<file path="src/rtl/seven_segment_scan_driver.sv">
// Time-multiplexed multi-digit seven-segment driver with a double-buffered value,
// frame-boundary commit, anti-ghosting blank window and leading-zero suppression.
module seven_segment_scan_driver #(
   parameter int NUM_DIGITS     = 4,
   parameter int CLK_DIV        = 50000,
   parameter int BLANK_CYCLES   = 16,
   parameter bit SEG_ACTIVE_LOW = 1'b0,
   parameter bit DIG_ACTIVE_LOW = 1'b1
) (
   input  logic                    clk,
   input  logic                    rst,
   input  logic                    load,
   input  logic [4*NUM_DIGITS-1:0] value,
   input  logic [NUM_DIGITS-1:0]   dp_in,
   input  logic                    blank_lz,
   output logic [6:0]              seg,
   output logic                    dp,
   output logic [NUM_DIGITS-1:0]   dig_sel,
   output logic                    frame_tick,
   output logic                    pending
);

   localparam int CNT_W = (CLK_DIV > 1) ? $clog2(CLK_DIV) : 1;
   localparam int IDX_W = (NUM_DIGITS > 1) ? $clog2(NUM_DIGITS) : 1;
   localparam logic [CNT_W-1:0]      CNT_LAST  = CNT_W'(CLK_DIV - 1);
   localparam logic [CNT_W-1:0]      BLANK_END = CNT_W'(BLANK_CYCLES);
   localparam logic [IDX_W-1:0]      IDX_LAST  = IDX_W'(NUM_DIGITS - 1);
   localparam logic [6:0]            SEG_OFF   = {7{SEG_ACTIVE_LOW}};
   localparam logic [NUM_DIGITS-1:0] DIG_OFF   = {NUM_DIGITS{DIG_ACTIVE_LOW}};

   function automatic logic [6:0] hex7(input logic [3:0] n);
      case (n)
         4'h0: hex7 = 7'h3F;
         4'h1: hex7 = 7'h06;
         4'h2: hex7 = 7'h5B;
         4'h3: hex7 = 7'h4F;
         4'h4: hex7 = 7'h66;
         4'h5: hex7 = 7'h6D;
         4'h6: hex7 = 7'h7D;
         4'h7: hex7 = 7'h07;
         4'h8: hex7 = 7'h7F;
         4'h9: hex7 = 7'h6F;
         4'hA: hex7 = 7'h77;
         4'hB: hex7 = 7'h7C;
         4'hC: hex7 = 7'h39;
         4'hD: hex7 = 7'h5E;
         4'hE: hex7 = 7'h79;
         default: hex7 = 7'h71;
      endcase
   endfunction

   logic [CNT_W-1:0]        cnt_q, cnt_d;
   logic [IDX_W-1:0]        idx_q, idx_d;
   logic [4*NUM_DIGITS-1:0] sh_val_q, sh_val_d, ac_val_q, ac_val_d;
   logic [NUM_DIGITS-1:0]   sh_dp_q, sh_dp_d, ac_dp_q, ac_dp_d;
   logic                    sh_blz_q, sh_blz_d, ac_blz_q, ac_blz_d;
   logic                    pend_q, pend_d;
   logic [6:0]              seg_q, seg_d;
   logic                    dp_q, dp_d;
   logic [NUM_DIGITS-1:0]   dig_q, dig_d;
   logic                    ft_q, ft_d;

   logic                    cnt_wrap, frame_wrap, lz_blank;
   logic [4*NUM_DIGITS-1:0] upper;
   logic [NUM_DIGITS-1:0]   dig_raw;

   always_comb begin
      cnt_wrap   = (cnt_q == CNT_LAST);
      frame_wrap = cnt_wrap && (idx_q == IDX_LAST);

      cnt_d = cnt_wrap ? '0 : cnt_q + 1'b1;
      idx_d = idx_q;
      if (cnt_wrap) idx_d = (idx_q == IDX_LAST) ? '0 : idx_q + 1'b1;

      // Shadow always follows load so a later commit never reverts a direct write.
      sh_val_d = sh_val_q;
      sh_dp_d  = sh_dp_q;
      sh_blz_d = sh_blz_q;
      if (load) begin
         sh_val_d = value;
         sh_dp_d  = dp_in;
         sh_blz_d = blank_lz;
      end

      ac_val_d = ac_val_q;
      ac_dp_d  = ac_dp_q;
      ac_blz_d = ac_blz_q;
      if (frame_wrap) begin
         ac_val_d = sh_val_d;
         ac_dp_d  = sh_dp_d;
         ac_blz_d = sh_blz_d;
      end

      pend_d = frame_wrap ? 1'b0 : (load ? 1'b1 : pend_q);

      upper    = ac_val_q >> {idx_q, 2'b00};
      lz_blank = ac_blz_q && (idx_q != '0) && (upper == '0);
      seg_d    = (lz_blank ? 7'h00 : hex7(upper[3:0])) ^ SEG_OFF;
      dp_d     = ac_dp_q[idx_q] ^ SEG_ACTIVE_LOW;

      dig_raw = '0;
      if (cnt_q >= BLANK_END) dig_raw[idx_q] = 1'b1;
      dig_d = dig_raw ^ DIG_OFF;

      ft_d = frame_wrap;
   end

   always_ff @(posedge clk or posedge rst) begin
      if (rst) begin
         cnt_q    <= '0;
         idx_q    <= '0;
         sh_val_q <= '0;
         sh_dp_q  <= '0;
         sh_blz_q <= 1'b0;
         ac_val_q <= '0;
         ac_dp_q  <= '0;
         ac_blz_q <= 1'b0;
         pend_q   <= 1'b0;
         seg_q    <= SEG_OFF;
         dp_q     <= SEG_ACTIVE_LOW;
         dig_q    <= DIG_OFF;
         ft_q     <= 1'b0;
      end else begin
         cnt_q    <= cnt_d;
         idx_q    <= idx_d;
         sh_val_q <= sh_val_d;
         sh_dp_q  <= sh_dp_d;
         sh_blz_q <= sh_blz_d;
         ac_val_q <= ac_val_d;
         ac_dp_q  <= ac_dp_d;
         ac_blz_q <= ac_blz_d;
         pend_q   <= pend_d;
         seg_q    <= seg_d;
         dp_q     <= dp_d;
         dig_q    <= dig_d;
         ft_q     <= ft_d;
      end
   end

   assign seg        = seg_q;
   assign dp         = dp_q;
   assign dig_sel    = dig_q;
   assign frame_tick = ft_q;
   assign pending    = pend_q;

endmodule

</file>
<file path="config.mk">
export PLATFORM = sky130hd
export DESIGN_NAME = seven_segment_scan_driver
export DESIGN_NICKNAME = d
export VERILOG_FILES = /design/src/rtl/seven_segment_scan_driver.sv
export SDC_FILE = /design/constraint.sdc
export NUM_CORES = 1
export LEC_CHECK = 0
export CAP_MARGIN = 20
export CORE_AREA = 2 2 112 114
export DETAILED_ROUTE_END_ITERATION = 8
export DIE_AREA = 0 0 114 116
export GPL_TIMING_DRIVEN = 0
export PLACE_DENSITY = 0.43
export SKIP_CTS_REPAIR_TIMING = 1
export SLEW_MARGIN = 10
export SYNTH_ARGS = -nofsm -noshare
export SYNTH_HDL_FRONTEND = slang
export SYNTH_SLANG_ARGS = --single-unit
</file>
<file path="constraint.sdc">
create_clock -name clk -period 2.61 [get_ports clk]
set_input_delay 0.522 -clock clk [delete_from_list [all_inputs] [get_ports clk]]
set_output_delay 0.522 -clock clk [all_outputs]
set_load 0.01 [all_outputs]
</file>
-- Yosys cells after proc, flatten, opt, wreduce, memory -nomap -nowiden
Memories as Yosys holds them, arrays and structs flattened.
Cells that the tools add are included.
- register bits: 74
- ROM bits: 112
- input bits: 24
- output and inout port bits: 14
- logic and storage cells: 43
- memories: 1
- memories (name ; words ; width ; read ports ; clocked after memory_dff ; write ports ; line ; RTL):
    (no name shown) ; 16 ; 7 ; 1 ; 0 ; 0 ; 32 ; case (n)
- add/subtract/negate cells: 2
- order comparisons: 3
- eq/ne operators: 2
- shift operators: 1
- muxes and demuxes: 13
- bitwise logic cells: 1
- reductions and logical operators: 7
- operators by type and width (cell ; count):
    $mux 16 ; 2
    $add 16x1->16 const B ; 1
    $eq 16x16->1 const B ; 1
    $ge 16x5->1 const B ; 1
    $logic_not 16->1 ; 1
    $shr 16x4->16 ; 1
    $mux 4 ; 2
    $mux 7 ; 1
    $mux 1 ; 5
    $logic_and 1x1->1 ; 4
    $not 4->4 ; 1
    $reduce_bool 2->1 ; 2
    $lt 2x3->1 const B ; 1
    $add 2x1->2 const B ; 1
    $bmux 1 s2 ; 1
    $demux 1 s2 ; 1
    $eq 2x2->1 const B ; 1
    $ge 2x1->1 const B ; 1
    $mux 2 ; 1

-- Depth between registers and ports, before layout
- word-level depth: 6
- mapped depth: 8
- mapped depth without buffers: 7

-- Worst setup path before layout
No wires, ideal clock.
- path type: register -> register
- start: register idx_q[0]
- end: register seg_q[4] (netlist: seg[4])
- setup time: 0.143 ns
- arrival: 2.235 ns
- data required time: 2.467 ns
- path slack: 0.231 ns
- stages on the path, launching flop included: 9
- path buffers: 1
- clock period less this slack: 2.379 ns
- cell sequence: dfrtp_1 buf_6 mux4_1 inv_1 ha_1 nor4b_1 nand2_1 a211oi_2 nor3_1
- word-level cells in the longest chain between the ends: 4
- elaborated cells on any way between the ends: 7
- those cells by class: 1 x shift; 1 x mux; 4 x reduce/logical; 1 x memory
- ends and longest elaborated chain (item ; line ; RTL):
    from (decl) ; 53 ; logic [IDX_W-1:0] idx_q, idx_d;
    from (signal assigned) ; 125 ; idx_q <= idx_d;
    parallel branches: the longest is 3 deep, another holds $mem_v2 16x7 ; - ;
    $mux 7 (*) ; 98 ; seg_d = (lz_blank ? 7'h00 : hex7(upper[3:0])) ^ SEG_OFF;
    via seg_d[4] ; 58 ; logic [6:0] seg_q, seg_d;
    to (signal assigned) ; 133 ; seg_q <= seg_d;
    to (decl) ; 58 ;
Mark *: on every way through the listed nets, which the timed path passes.
A chain may end at the register's enable or synchronous reset.

-- Worst setup path after layout
Same ends and word-level chain as after synthesis.

==> results.toml <==
[run_status]
status = "completed"

[yosys]
ys_ff_latch = 74
syn-num-nets = 296
synth_top_area_share_pct = 50.0
synthCells = 260
ys_seq_area_share_pct = 53.0
synthMuxAreaShare_pct = 20.3
syn_avg_cell_area_um2 = 13.5
synthAdderAreaFrac_pct = 4.29
synth_ff_type = "dfrtp_1"
ys.warnings.count = 0
synth_top_cell_by_area = "dfrtp_1"
yosys.area_share.simple_pct = 11.4
ys_types = 44
synth.area.top_cells = "dfrtp_1 (50%), mux2_4 (8.1%), mux2_2 (7.4%), ha_1 (4.3%), dfstp_2 (3.0%)"
synth_top_family_by_area = "multiplexers"
synth_edf_count = 0
synth_async_sr_flop_share_pct = 100
synth_xor_area_share_pct = 4.25
synth_compound_area_share_pct = 3.61
synth_area_um2 = 3500

[worst_setup_path]
critical-path-slowest-cell = "mux4_2"
path_cells = "buf_6 > mux4_2 > inv_1 > ha_1 > nor4b_2 > nand2_1 > a211oi_4 > buf_12 > nor3_1"
r2r_end = "seg[4]"
worst-r2r-cell-count = 9
path_class = "flip-flop to flip-flop"
worstPathRequired_ps = 2820
crit_arrival_ps = 2550
worst_path_largest_cell_delay_ps = 580
path_max_fanout = 7
crit_buf_inv = 3
critPathTopFamily = "multiplexers"
rr_startpoint = "idx_q[0]"
start_kind = "flip-flop"
reg2reg_setup_slack_ps = 280
crit_path_end_kind = "flip-flop"

[power_and_ir_drop]
peakVddDrop_v = 0.000235
powerDensity_nw_per_um2 = 632
switching_share_pct = 21.4
power_leakage_nw = 1.92
power.internal_mw = 2.20
p_seq_share_pct = 44.1
p_clk_share_pct = 47.8
combPwrFrac_pct = 8.2
p_switching_uw = 599

[layout]
fin_cells = 462
syn2layout_area_growth_pct = 26.6
fin_util_pct = 37.2
fillCellCount = 1187
diodes = 0
final_layout_size_suffix_gt1_share_pct = 27.0
nets = 346
layout_common_cells = "dfrtp_1 (70), clkdlybuf4s50_1 (37), mux2_2 (23), mux2_4 (19), nand2_1 (14)"
final_common_cell = "dfrtp_1"

[timing]
setup_tns_ps = 0
slew_headroom_pct = 56.8
rsz0062_at_grt = "false"
fmax_ghz = 0.429
final_hold_viol_count = 0
slew_violations = 0
whs_ps = 488
clock_skew_ps = 5.46
setup_slack_ps = 278
finalCriticalPeriod_ps = 2330
min_period_over_period_pct = 89.4
setup_violations = 0
worstMarginPinSlew_ps = 648

[placement]
place_ws_ps = -230
gp_congestion = 0.772
place_hpwl_um = 4930
placedCellCount = 445
io_buffer_count = 37

[clock_network]
h-tree-depth = 3
clk_path_buf_depth = 2
clkSlewWorstSetupHoldPaths_ps = 60
cts_tree = "yes"
cts_sinks = 74
cts-buffers-inserted = 9
cts_root_buf = "clkbuf_16"
clk_latency_ps = 330

[global_routing]
antenna_found_initial = 0
grt_start_max_net_pins = 47
grt_pass1_vias = 2245
overflow = 0
track_usage_pct = 11.7
grt_pass1_wl_um = 11800

[floorplanning]
rows = 40
die_area_um2 = 13200
start_util_pct = 29.4
ios = 38
core_area_um2 = 11900
chipHeight_um = 116
die_w_um = 114

[hold_path]
holdPathEnd = "pending"
hold_path_class = "flip-flop to flip-flop"
hold_start = "pending"
hold_depth = 1

[drt]
wl_um = 7010
ant_nets = 0
vias_per_cell = 4.60
route.detailed.drc = 0
via_count = 2123
wl_per_cell_um = 15.2
first_iter_violations = 86
drtPass1Iterations = 4

[run]
max_cap_viol_count = 0
area by class of cell:
| type | instances | area, um^2 | area share (%) |
|---|---|---|---|
| clock inverter | 5 | 77.6 | 1.75 |
| tap | 147 | 184 | 4.15 |
| inverter | 10 | 40.0 | 0.903 |
| clock buffer | 11 | 243 | 5.48 |
| multi-input combinational | 166 | 1540 | 34.8 |
| buffer | 10 | 72.6 | 1.64 |
| sequential | 74 | 1860 | 41.9 |
| timing repair buffer | 39 | 418 | 9.43 |
how the worst max path moves through the flow:
stage	slack (ps)	depth (start not counted)	end	startpoint
floorplan	210	1	ac_blz_q	rst
global placement	-1150	2	seg[5]	rst
detailed placement	-230	8	seg[4]	idx_q[0]
CTS	-220	8	seg[4]	idx_q[0]
global route	80	9	seg[4]	idx_q[0]
finish	280	9	seg[4]	idx_q[0]
layer usage:
| metal | vias up | part of all wire (%) | GRT usage, % |
|---|---|---|---|
| met1 | 1041 | 50 | 16.1 |
| li1 | 1032 | - | - |
| met4 | 0 | 2.2 | 6.34 |
| met2 | 39 | 44 | 17.4 |
| met5 | - | 0 | 0 |
| met3 | 11 | 3.2 | 2.46 |
kinds of logic (layout without fill, tap and decap cells):
group,count (synthesis),count (layout)
AOI/OAI and AO/OA,17,17
DFF,74,74
adders and majority gates,12,12
and+or+nand+nor,70,70
muxes,50,50
xor gates and xnor gates,17,17
buffers and inverters,20,75
synth_stat cells (all sizes together), types with 3 or more instances:
master and number:
mux4 6, and4 3, inv 10, a211oi 3, nor3 3, nor3b 3
o21ai 6, dfrtp 70, xor2 6, nand4 3, nor2 13, xnor2 11
nand3 10, ha 12, and3 4, nand2 14, dfstp 4, mux2 42
buf 10, a21oi 3, nor4 7
per-stage QoR:
step / cell area (um^2) / power (mW)
floorplan: 3500 / 1.39
global placement: 4060 / 1.48
detailed placement: 4090 / 1.49
CTS: 4410 / 2.84
global route: 4430 / 2.92
finish: 4430 / 2.80
sequential cells by signal, summed over array words and instances, names as in the netlist:
name / cells
ac_val_q: 16
cnt_q: 16
sh_val_q: 16
seg: 7
ac_dp_q: 4
dig_sel: 4
sh_dp_q: 4
idx_q: 2
ac_blz_q: 1
dp: 1
frame_tick: 1
pending: 1
sh_blz_q: 1
power by group through the flow:
stage | combinational (mW) | clock (mW) | sequential [mW]
4_1_cts | 0.235 | 1.37 | 1.23
6_report | 0.228 | 1.34 | 1.23
5_1_grt | 0.254 | 1.43 | 1.24
3_3_place_gp | 0.226 | 0 | 1.25
2_1_floorplan | 0.134 | 0 | 1.25
3_5_place_dp | 0.232 | 0 | 1.25
No activity file was read; power rests on OpenSTA's default activity.
